**src/rtl/sha_nonce_dispatcher_if.sv**
```systemverilog
// Link between the nonce dispatcher (initiator) and the SHAcomputationalBlock core.
// The signal names match the core's existing port names.
interface sha_nonce_dispatcher_if;
    logic [439:0] inputMsg;
    logic [63:0]  inputLength;
    logic         beginComputation;
    logic         computationComplete;
    logic [255:0] SHAoutput;

    modport master (
        output inputMsg,
        output inputLength,
        output beginComputation,
        input  computationComplete,
        input  SHAoutput
    );

    modport slave (
        input  inputMsg,
        input  inputLength,
        input  beginComputation,
        output computationComplete,
        output SHAoutput
    );
endinterface

```
**src/rtl/sha_nonce_dispatcher.sv**
```systemverilog
// Nonce search controller. It walks a nonce range and hands {prefix, nonce} to the
// SHA core, one block per nonce. Each digest is compared against a 256-bit target.
// The search stops on a hit, on range exhaustion, on a core timeout or on a host abort.
module sha_nonce_dispatcher #(
    parameter int PREFIX_W = 408,
    parameter int TIMEOUT  = 255
) (
    input  logic                clk,
    input  logic                rst,
    input  logic                start,
    input  logic                abort,
    input  logic [PREFIX_W-1:0] prefix,
    input  logic [255:0]        target,
    input  logic [31:0]         nonce_start,
    input  logic [31:0]         nonce_end,
    sha_nonce_dispatcher_if.master core,
    output logic                busy,
    output logic                done,
    output logic                found,
    output logic                exhausted,
    output logic                timeout_err,
    output logic [31:0]         found_nonce,
    output logic [255:0]        found_hash,
    output logic [31:0]         hash_count
);

    localparam int MSG_W = 440;
    // The counter only has to reach TIMEOUT-1: the last WAIT cycle is index TIMEOUT-1.
    localparam int CNT_W = (TIMEOUT > 1) ? $clog2(TIMEOUT) : 1;
    localparam logic [CNT_W-1:0] WAIT_LAST = CNT_W'(TIMEOUT - 1);

    typedef enum logic [2:0] {
        ST_IDLE  = 3'd0,
        ST_ISSUE = 3'd1,
        ST_WAIT  = 3'd2,
        ST_CHECK = 3'd3,
        ST_DONE  = 3'd4
    } state_t;

    state_t              state_r, state_s;
    logic [PREFIX_W-1:0] prefix_r, prefix_s;
    logic [255:0]        target_r, target_s;
    logic [31:0]         nonce_r, nonce_s;
    logic [31:0]         nonce_end_r, nonce_end_s;
    logic [255:0]        digest_r, digest_s;
    logic [CNT_W-1:0]    wait_cnt_r, wait_cnt_s;
    logic [MSG_W-1:0]    msg_r, msg_s;
    logic                begin_r, begin_s;
    logic                busy_r, busy_s;
    logic                done_r, done_s;
    logic                found_r, found_s;
    logic                exhausted_r, exhausted_s;
    logic                timeout_r, timeout_s;
    logic [31:0]         found_nonce_r, found_nonce_s;
    logic [255:0]        found_hash_r, found_hash_s;
    logic [31:0]         hash_count_r, hash_count_s;

    // Next-state and next-register values; all outputs are registered from these.
    always_comb begin
        state_s       = state_r;
        prefix_s      = prefix_r;
        target_s      = target_r;
        nonce_s       = nonce_r;
        nonce_end_s   = nonce_end_r;
        digest_s      = digest_r;
        wait_cnt_s    = wait_cnt_r;
        found_s       = found_r;
        exhausted_s   = exhausted_r;
        timeout_s     = timeout_r;
        found_nonce_s = found_nonce_r;
        found_hash_s  = found_hash_r;
        hash_count_s  = hash_count_r;

        case (state_r)
            ST_IDLE: begin
                if (start) begin
                    prefix_s      = prefix;
                    target_s      = target;
                    nonce_s       = nonce_start;
                    nonce_end_s   = nonce_end;
                    found_s       = 1'b0;
                    exhausted_s   = 1'b0;
                    timeout_s     = 1'b0;
                    found_nonce_s = 32'd0;
                    found_hash_s  = 256'd0;
                    hash_count_s  = 32'd0;
                    state_s       = ST_ISSUE;
                end else begin
                    state_s = ST_IDLE;
                end
            end
            ST_ISSUE: begin
                if (abort) begin
                    state_s = ST_DONE;
                end else begin
                    wait_cnt_s = '0;
                    state_s    = ST_WAIT;
                end
            end
            ST_WAIT: begin
                // Index 0 is the blanking cycle: a complete level left over from the
                // previous hash must not be taken as this hash's result.
                if (abort) begin
                    state_s = ST_DONE;
                end else if ((wait_cnt_r != '0) && core.computationComplete) begin
                    digest_s = core.SHAoutput;
                    state_s  = ST_CHECK;
                end else if (wait_cnt_r == WAIT_LAST) begin
                    timeout_s = 1'b1;
                    state_s   = ST_DONE;
                end else begin
                    wait_cnt_s = wait_cnt_r + {{(CNT_W-1){1'b0}}, 1'b1};
                end
            end
            ST_CHECK: begin
                if (abort) begin
                    state_s = ST_DONE;
                end else begin
                    if (hash_count_r == 32'hFFFF_FFFF) begin
                        hash_count_s = hash_count_r;
                    end else begin
                        hash_count_s = hash_count_r + 32'd1;
                    end
                    if (digest_r < target_r) begin
                        found_s       = 1'b1;
                        found_nonce_s = nonce_r;
                        found_hash_s  = digest_r;
                        state_s       = ST_DONE;
                    end else if (nonce_r == nonce_end_r) begin
                        exhausted_s = 1'b1;
                        state_s     = ST_DONE;
                    end else begin
                        nonce_s = nonce_r + 32'd1;
                        state_s = ST_ISSUE;
                    end
                end
            end
            ST_DONE: begin
                state_s = ST_IDLE;
            end
            default: begin
                state_s = ST_IDLE;
            end
        endcase

        begin_s = (state_s == ST_ISSUE);
        busy_s  = (state_s != ST_IDLE);
        done_s  = (state_s == ST_DONE);
        // The message changes only on entry to ISSUE, so it holds through WAIT and CHECK.
        if (state_s == ST_ISSUE) begin
            msg_s = MSG_W'({prefix_s, nonce_s});
        end else begin
            msg_s = msg_r;
        end
    end

    // State and datapath registers with synchronous reset.
    always_ff @(posedge clk) begin
        if (rst) begin
            state_r       <= ST_IDLE;
            prefix_r      <= '0;
            target_r      <= 256'd0;
            nonce_r       <= 32'd0;
            nonce_end_r   <= 32'd0;
            digest_r      <= 256'd0;
            wait_cnt_r    <= '0;
            msg_r         <= '0;
            begin_r       <= 1'b0;
            busy_r        <= 1'b0;
            done_r        <= 1'b0;
            found_r       <= 1'b0;
            exhausted_r   <= 1'b0;
            timeout_r     <= 1'b0;
            found_nonce_r <= 32'd0;
            found_hash_r  <= 256'd0;
            hash_count_r  <= 32'd0;
        end else begin
            state_r       <= state_s;
            prefix_r      <= prefix_s;
            target_r      <= target_s;
            nonce_r       <= nonce_s;
            nonce_end_r   <= nonce_end_s;
            digest_r      <= digest_s;
            wait_cnt_r    <= wait_cnt_s;
            msg_r         <= msg_s;
            begin_r       <= begin_s;
            busy_r        <= busy_s;
            done_r        <= done_s;
            found_r       <= found_s;
            exhausted_r   <= exhausted_s;
            timeout_r     <= timeout_s;
            found_nonce_r <= found_nonce_s;
            found_hash_r  <= found_hash_s;
            hash_count_r  <= hash_count_s;
        end
    end

    assign core.inputMsg         = msg_r;
    assign core.inputLength      = 64'(PREFIX_W + 32);
    assign core.beginComputation = begin_r;
    assign busy                  = busy_r;
    assign done                  = done_r;
    assign found                 = found_r;
    assign exhausted             = exhausted_r;
    assign timeout_err           = timeout_r;
    assign found_nonce           = found_nonce_r;
    assign found_hash            = found_hash_r;
    assign hash_count            = hash_count_r;

endmodule

```
**src/flat_wrapper.sv**
```systemverilog
// flat-port wrapper written by rule: the top's interface ports become plain ports
module sha_nonce_dispatcher_flat 
#(
    parameter int PREFIX_W = 408,
    parameter int TIMEOUT  = 255
)
  (clk, rst, start, abort, prefix, target, nonce_start, nonce_end, busy, done, found, exhausted, timeout_err, found_nonce, found_hash, hash_count, core_inputMsg, core_inputLength, core_beginComputation, core_computationComplete, core_SHAoutput);
  sha_nonce_dispatcher_if core_i ();
  input  logic clk;
  input  logic rst;
  input  logic start;
  input  logic abort;
  input  logic [PREFIX_W-1:0] prefix;
  input  logic [255:0] target;
  input  logic [31:0] nonce_start;
  input  logic [31:0] nonce_end;
  output logic busy;
  output logic done;
  output logic found;
  output logic exhausted;
  output logic timeout_err;
  output logic [31:0] found_nonce;
  output logic [255:0] found_hash;
  output logic [31:0] hash_count;
  output wire logic [$bits(core_i.inputMsg)-1:0] core_inputMsg;
  output wire logic [$bits(core_i.inputLength)-1:0] core_inputLength;
  output wire logic [$bits(core_i.beginComputation)-1:0] core_beginComputation;
  input wire logic [$bits(core_i.computationComplete)-1:0] core_computationComplete;
  input wire logic [$bits(core_i.SHAoutput)-1:0] core_SHAoutput;
  assign core_inputMsg = core_i.inputMsg;
  assign core_inputLength = core_i.inputLength;
  assign core_beginComputation = core_i.beginComputation;
  assign core_i.computationComplete = core_computationComplete;
  assign core_i.SHAoutput = core_SHAoutput;
  sha_nonce_dispatcher #(.PREFIX_W(PREFIX_W), .TIMEOUT(TIMEOUT)) u_core (.clk(clk), .rst(rst), .start(start), .abort(abort), .prefix(prefix), .target(target), .nonce_start(nonce_start), .nonce_end(nonce_end), .core(core_i), .busy(busy), .done(done), .found(found), .exhausted(exhausted), .timeout_err(timeout_err), .found_nonce(found_nonce), .found_hash(found_hash), .hash_count(hash_count));
endmodule
```
**config.mk**
```make
export PLATFORM = sky130hd
export DESIGN_NAME = sha_nonce_dispatcher_flat
export DESIGN_NICKNAME = d
export VERILOG_FILES = /design/src/rtl/sha_nonce_dispatcher_if.sv /design/src/rtl/sha_nonce_dispatcher.sv /design/src/flat_wrapper.sv
export SDC_FILE = /design/constraint.sdc
export NUM_CORES = 2
export LEC_CHECK = 0
export ABC_AREA = 0
export BUFFER_PORTS_ARGS = -buffer_cell sky130_fd_sc_hd__buf_2
export CAP_MARGIN = 30
export CELL_PAD_IN_SITES_DETAIL_PLACEMENT = 2
export CELL_PAD_IN_SITES_GLOBAL_PLACEMENT = 2
export CORE_AREA = 2 2 718 720
export CTS_CLUSTER_DIAMETER = 100
export DETAILED_ROUTE_END_ITERATION = 7
export DIE_AREA = 0 0 720 722
export PLACE_DENSITY = 0.38
export RECOVER_POWER = 100
export SYNTH_ARGS = -nofsm -noshare
export SYNTH_HDL_FRONTEND = slang
export SYNTH_SLANG_ARGS = --single-unit
```
**constraint.sdc**
```tcl
create_clock -name clk -period 4.7 [get_ports clk]
set_clock_uncertainty 0.1 [all_clocks]
set_input_delay 0.705 -clock clk [delete_from_list [all_inputs] [get_ports clk]]
set_output_delay 0.705 -clock clk [all_outputs]
set_load 0.005 [all_outputs]
```
=== Word-level counts from Yosys, hierarchy flattened ===
Index checks and enable logic that the tools add are counted.

* Output and inout bits: 830
* Logic and storage cells: 99
* Bits of input ports: 989
* Flip-flop bits (word level): 1,761

* Reductions and logical operators: 14
* Bitwise operators: 1
* Add/subtract/negate cells: 3
* Muxes and demuxes: 44
* Magnitude comparators: 1
* Equality and inequality tests: 19

{| class="wikitable"
|+ Operator list
! kind !! count
|-
| 408-bit 2-to-1 mux || 2
|-
| 256-bit 2-to-1 mux || 3
|-
| 256-bit case mux with 2 select lines || 1
|-
| 32-bit 2-to-1 mux || 9
|-
| 256-bit < comparator || 1
|-
| 32-bit case mux with 2 select lines || 3
|-
| 32-bit by 1-bit adder with 32-bit output, second input constant || 2
|-
| 32-bit equality test || 1
|-
| 32-bit equality test, second input constant || 1
|-
| 8-bit 2-to-1 mux || 4
|-
| 3-bit 2-to-1 mux || 7
|-
| 2-bit != test, second input constant || 8
|-
| 8-bit case mux with 2 select lines || 1
|-
| 5-bit AND reduction || 3
|-
| 3-bit case mux with 4 select lines || 1
|-
| 1-bit 2-to-1 mux || 10
|-
| 8-bit by 1-bit adder with 8-bit output, second input constant || 1
|-
| 8-bit equality test, second input constant || 1
|-
| 4-bit AND reduction || 2
|-
| 8-bit nonzero test || 1
|-
| 3-bit by 1-bit equality test with 1-bit output, second input constant || 2
|-
| 3-bit by 2-bit equality test with 1-bit output, second input constant || 2
|-
| 2-bit by 1-bit != test with 1-bit output, second input constant || 3
|-
| 1-bit case mux with 2 select lines || 3
|-
| 8 further kinds || 10
|}

=== Longest topological paths before layout ===
* Word-level depth: 6
* Depth in mapped cells: 17

=== Least setup slack after synthesis ===
OpenSTA, ideal clock, no wires.

* Path type: register to register
* Start: reg u_core.target_r[251]
* End: reg u_core.found_hash_r[51] (netlist: u_core.found_hash[51])
* Library setup time: 132 ps
* Data arrival time: 3,228 ps
* Data required time: 4,468 ps
* Period minus slack after synthesis: 3,461 ps
* Path buffers: 3
* Slack: 1,239 ps
* Cell stages (with the launch flop): 17
* Cell sequence: dfxtp_1 -> inv_1 -> ha_1 -> nand4_1 -> nor4_2 -> nand4_1 -> nor3_1 -> nand4_1 -> or4_1 -> o21bai_4 -> and2_1 -> o211a_1 -> buf_2 -> clkbuf_1 -> buf_2 -> nand3_1 -> a21oi_1

* Longest elaborated chain between the ends: 3

{| class="wikitable"
|+ Ends and longest elaborated chain
! element !! line !! RTL
|-
| start: declaration || sha_nonce_dispatcher.sv:42 || <nowiki>logic [255:0] target_r, target_s;</nowiki>
|-
| start signal: assignment || sha_nonce_dispatcher.sv:180 || <nowiki>target_r <= target_s;</nowiki>
|-
| 256-bit < comparator || sha_nonce_dispatcher.sv:124 || <nowiki>if (digest_r < target_r) begin</nowiki>
|-
| 2-bit by 1-bit != test with 1-bit output (no line) || n/a ||
|-
| 4-bit AND reduction (no line) || n/a ||
|-
| end signal: assignment || sha_nonce_dispatcher.sv:193 || <nowiki>found_hash_r <= found_hash_s;</nowiki>
|-
| end: declaration || sha_nonce_dispatcher.sv:55 || <nowiki>logic [255:0] found_hash_r, found_hash_s;</nowiki>
|}

Every way passes these cells.
A chain may end at the register's enable or synchronous reset.

=== Worst setup path in the final report ===
* Start: reg u_core.digest_r[246]
* End: reg u_core.msg_r[79] (netlist: u_core.core.inputMsg[79])

* Longest elaborated chain between the ends: 5

{| class="wikitable"
|+ Ends and longest elaborated chain
! element !! line !! RTL
|-
| start: declaration || sha_nonce_dispatcher.sv:45 || <nowiki>logic [255:0] digest_r, digest_s;</nowiki>
|-
| start signal: assignment || sha_nonce_dispatcher.sv:183 || <nowiki>digest_r <= digest_s;</nowiki>
|-
| 256-bit < comparator || sha_nonce_dispatcher.sv:124 ||
|-
| 3-bit 2-to-1 mux || sha_nonce_dispatcher.sv:124 ||
|-
| 3-bit 2-to-1 mux || sha_nonce_dispatcher.sv:116 || <nowiki>if (abort) begin</nowiki>
|-
| 3-bit case mux with 4 select lines || sha_nonce_dispatcher.sv:74 || <nowiki>case (state_r)</nowiki>
|-
| 3-bit by 1-bit equality test with 1-bit output || sha_nonce_dispatcher.sv:150 || <nowiki>if (state_s == ST_ISSUE) begin</nowiki>
|-
| end signal: assignment || sha_nonce_dispatcher.sv:185 || <nowiki>msg_r <= msg_s;</nowiki>
|-
| end: declaration || sha_nonce_dispatcher.sv:47 || <nowiki>logic [MSG_W-1:0] msg_r, msg_s;</nowiki>
|}

Every way passes these cells.

==> qor.txt <==
Outcome: finished with violations
Failing checks: max-capacitance violations, max-slew violations
TritonCTS sink count: 1761
Fin nets: 11954
Skew-Pair Late Insertion Delay: 0.94 ns
Critical path's largest stage delay: 0.54 ns
# port buffers: 1754
Final WL: 468 mm
Hold Path End: u_core.prefix_r[364]
Area Overhead vs Synth: 50.6%
Setup TNS: 0 ns
Cell taking the most area after synthesis: dfxtp_1
Initial Util: 13.5%
DR pass1 iterations: 5
Routed Antenna Nets: 0
Tmin final: 4.58 ns
Max FO, Critical Path: 27
Row count: 263
MaxCap Viol Count: 2
Worst slew pin tran: 2.13 ns
Placed cells: 16263
VDD IR max: 0.265 mV
First-pass GRT wire length: 634 mm
HPWL Detailed: 365 mm
Multi-input gate area: 30300 sq um
Area contributors post-synth: dfxtp_1 51%, nand2_1 8.2%, a21oi_1 7.1%
Hold Path Stages: 3
Cell area after layout: 104000 sq um
Fraction of registers with async set/reset: 0%
Tot Pwr: 42.8 mW
Core area: 512000 sq um
Leakage power total: 40.2 nW
FF-to-FF path depth: 18
TritonCTS clock tree: done
Routed len/inst: 26.4 um
Htree depth: 5
Via-per-instance ratio: 3.95
Routability cong.: 0.806
Grt ovf: 0
Syn. warnings: 0
RSZ-0062 raised after global routing: true
Cells after Synth: 8067
Startpoint types: flop
Yosys cell types: 65
DR iter-0 viols: 2456
Final setup violation count: 0
Slew Limit Fails: 118
Final hold violations: 0
Reg-to-reg startpoint: u_core.digest_r[246]
Most frequently used flop master after synthesis: dfxtp_1
Syn_area_per_cell: 8.59 sq um
Post-synth EDFFs: 0
Commonest cells after routing, fill and taps aside: 1761 x dfxtp_1, 1510 x nand2_1, 1040 x buf_2, 984 x a21oi_1, 954 x nor2_1
Sequential cell area fraction in the yosys report: 50.9%
R2R setup slack: 0.12 ns
Worst r2r dst: u_core.core.inputMsg[79]
Die Wd: 720 um
Max frequency: 218 MHz
Period utilization: 97.4%
Fillers: 59165
Worst Hold Class: input pin to flop
IO Count: 1819
PD cells: 411 nW/um^2
Mapped Area: 69300 sq um
Vias in the first global route: 76613
Share of post-route cells with drive strength above 1: 16.2%
Worst hold slack: 0.0848 ns
Synth Register Bits: 1761
CP endpoint kind: flop
FF+latch area: 35300 sq um
Worst EP required: 5.41 ns
Total GRT Usage: 17.2%
Slew Limit Headroom: -42.1%
Crit path cell chain: ha_1, nand4_1, nor4_2, buf_4, nand4_1, buf_4, nor3_4, nand4_1, buf_4, or4_4, o21bai_4, a21oi_4, a21o_4, buf_16, buf_16, buf_12, nor2_1, a211oi_1
Initial antenna violation count: 277
Commonest non-fill, non-tap cell in the layout: dfxtp_1
Non-filler instance count after layout: 17749
Hold Crit Start: prefix[364]
Class of the most critical setup path: flop to flop
Vias: 70178
Crit-path slowest cell: or4_4
DP Area: 86900 sq um
DRC: 0
Clock Tree Root: clkbuf_16
CP Data Arrival Time: 5.29 ns
Pin count of the biggest net entering global routing: 194
Max clock buf depth: 4
CTS Buf Count: 266
CTS clk-pin slew, worst paths: 0.06 ns
Die area: 520000 sq um
Synth top area share: 50.9%
Die height: 722 um
==> what timing repair did <==
| action | 4_1_cts | 5_1_grt |
|---|---|---|
| hold endpoints to repair | 1102 | 0 |
| setup buffers | 1 | 13 |
| endpoints found under the setup margin | 647 | 449 |
| hold buffers | 909 | 0 |
| resized for setup | 6 | 35 |
| cloned | 0 | 8 |
| pin swaps | 1 | 5 |
==> sequential cells by signal, summed over array words and instances (netlist names), 3 cells and up <==
register	count
u_core.core.inputMsg	440
u_core.digest_r	256
u_core.found_hash	256
u_core.found_nonce	32
u_core.hash_count	32
u_core.nonce_end_r	32
u_core.nonce_r	32
u_core.prefix_r	408
u_core.state_r	3
u_core.target_r	256
u_core.wait_cnt_r	8
==> layout make-up <==
class | instances | area share, %
sequential | 1761 | 33.8
multi-input combinational | 5439 | 29.1
timing repair buffer | 2963 | 19.5
tap | 6757 | 8.11
clock buffer | 390 | 7.42
inverter | 274 | 0.986
clock inverter | 71 | 0.814
antenna | 94 | 0.226
==> power by group <==
part           total [mW]  switching (mW)  internal [mW]
clock                20.1            8.22           11.9
combinational        6.37            3.95           2.43
sequential           16.3           0.484           15.8
==> logic make-up after synthesis <==
logic type	after synthesis	share of synthesized area (%)
buf+inv	929	5.87
xor+xnor	61	0.771
fa+ha+maj	260	4.70
mux	423	6.11
flops	1761	50.9
compound gates	1625	14.0
simple gates	3006	17.7
other cells	2	0.0108
==> cell usage after synthesis (all sizes together), types with 6 or more instances <==
| cell | instances |
|---|---|
| nor4 | 20 |
| a221oi | 11 |
| nor2b | 12 |
| and4 | 12 |
| nor3 | 28 |
| nand4 | 59 |
| nor2 | 956 |
| and2 | 10 |
| o21ai | 61 |
| inv | 274 |
| a22oi | 9 |
| nand3 | 333 |
| mux2i | 422 |
| o211ai | 11 |
| a21o | 30 |
| o21bai | 8 |
| and3 | 16 |
| a211oi | 431 |
| buf | 273 |
| xnor2 | 8 |
| ha | 260 |
| nand2 | 1511 |
| a311oi | 15 |
| clkbuf | 382 |
| dfxtp | 1761 |
| or3 | 17 |
| a21oi | 987 |
| xor2 | 53 |
| a31oi | 13 |
| nor3b | 6 |
| nand2b | 13 |
==> worst max-delay path, delay by kind of cell, from the launching register on <==
family,cells,cell delay [ns]
adder cells (fa/ha/maj),1,0.34
AO/OA/AOI/OAI,4,0.90
AND/OR/NAND/NOR,7,1.50
flip-flops,1,0.39
buffers and inverters,6,1.12
==> layer usage <==
layer | GRT usage (%) | vias to the layer above | part of all wire [%]
li1 | - | 32545 | -
met1 | 18.5 | 34936 | 38
met2 | 32.7 | 1828 | 52
met3 | 4.58 | 849 | 6.2
met4 | 4.88 | 20 | 3.6
met5 | 0 | - | 0.027
==> how the worst max path moves through the flow <==
| stage | end | start | slack, ns | cells after the start |
|---|---|---|---|---|
| after detailed placement | u_core.core.inputMsg[157] | u_core.target_r[251] | -0.27 | 18 |
| after global routing | u_core.core.inputMsg[236] | u_core.target_r[247] | -0.03 | 19 |
| after global placement | u_core.core.inputMsg[14] | u_core.target_r[255] | -0.31 | 17 |
| after floorplan | u_core.found_hash[51] | u_core.target_r[251] | 1.24 | 16 |
| after CTS | u_core.core.inputMsg[157] | u_core.target_r[251] | 0.06 | 19 |
| final | u_core.core.inputMsg[79] | u_core.digest_r[246] | 0.12 | 18 |
==> through the flow <==
step / util [%] / worst slack (ns)
final: 20.4 / 0.121
after global routing: 20.4 / -0.0296
after CTS: 20.4 / 0.0568
after detailed placement: 17.0 / -0.272
after global placement: 17.0 / -0.309
after floorplan: - / 1.24
Power figures use the tool's default switching activity.
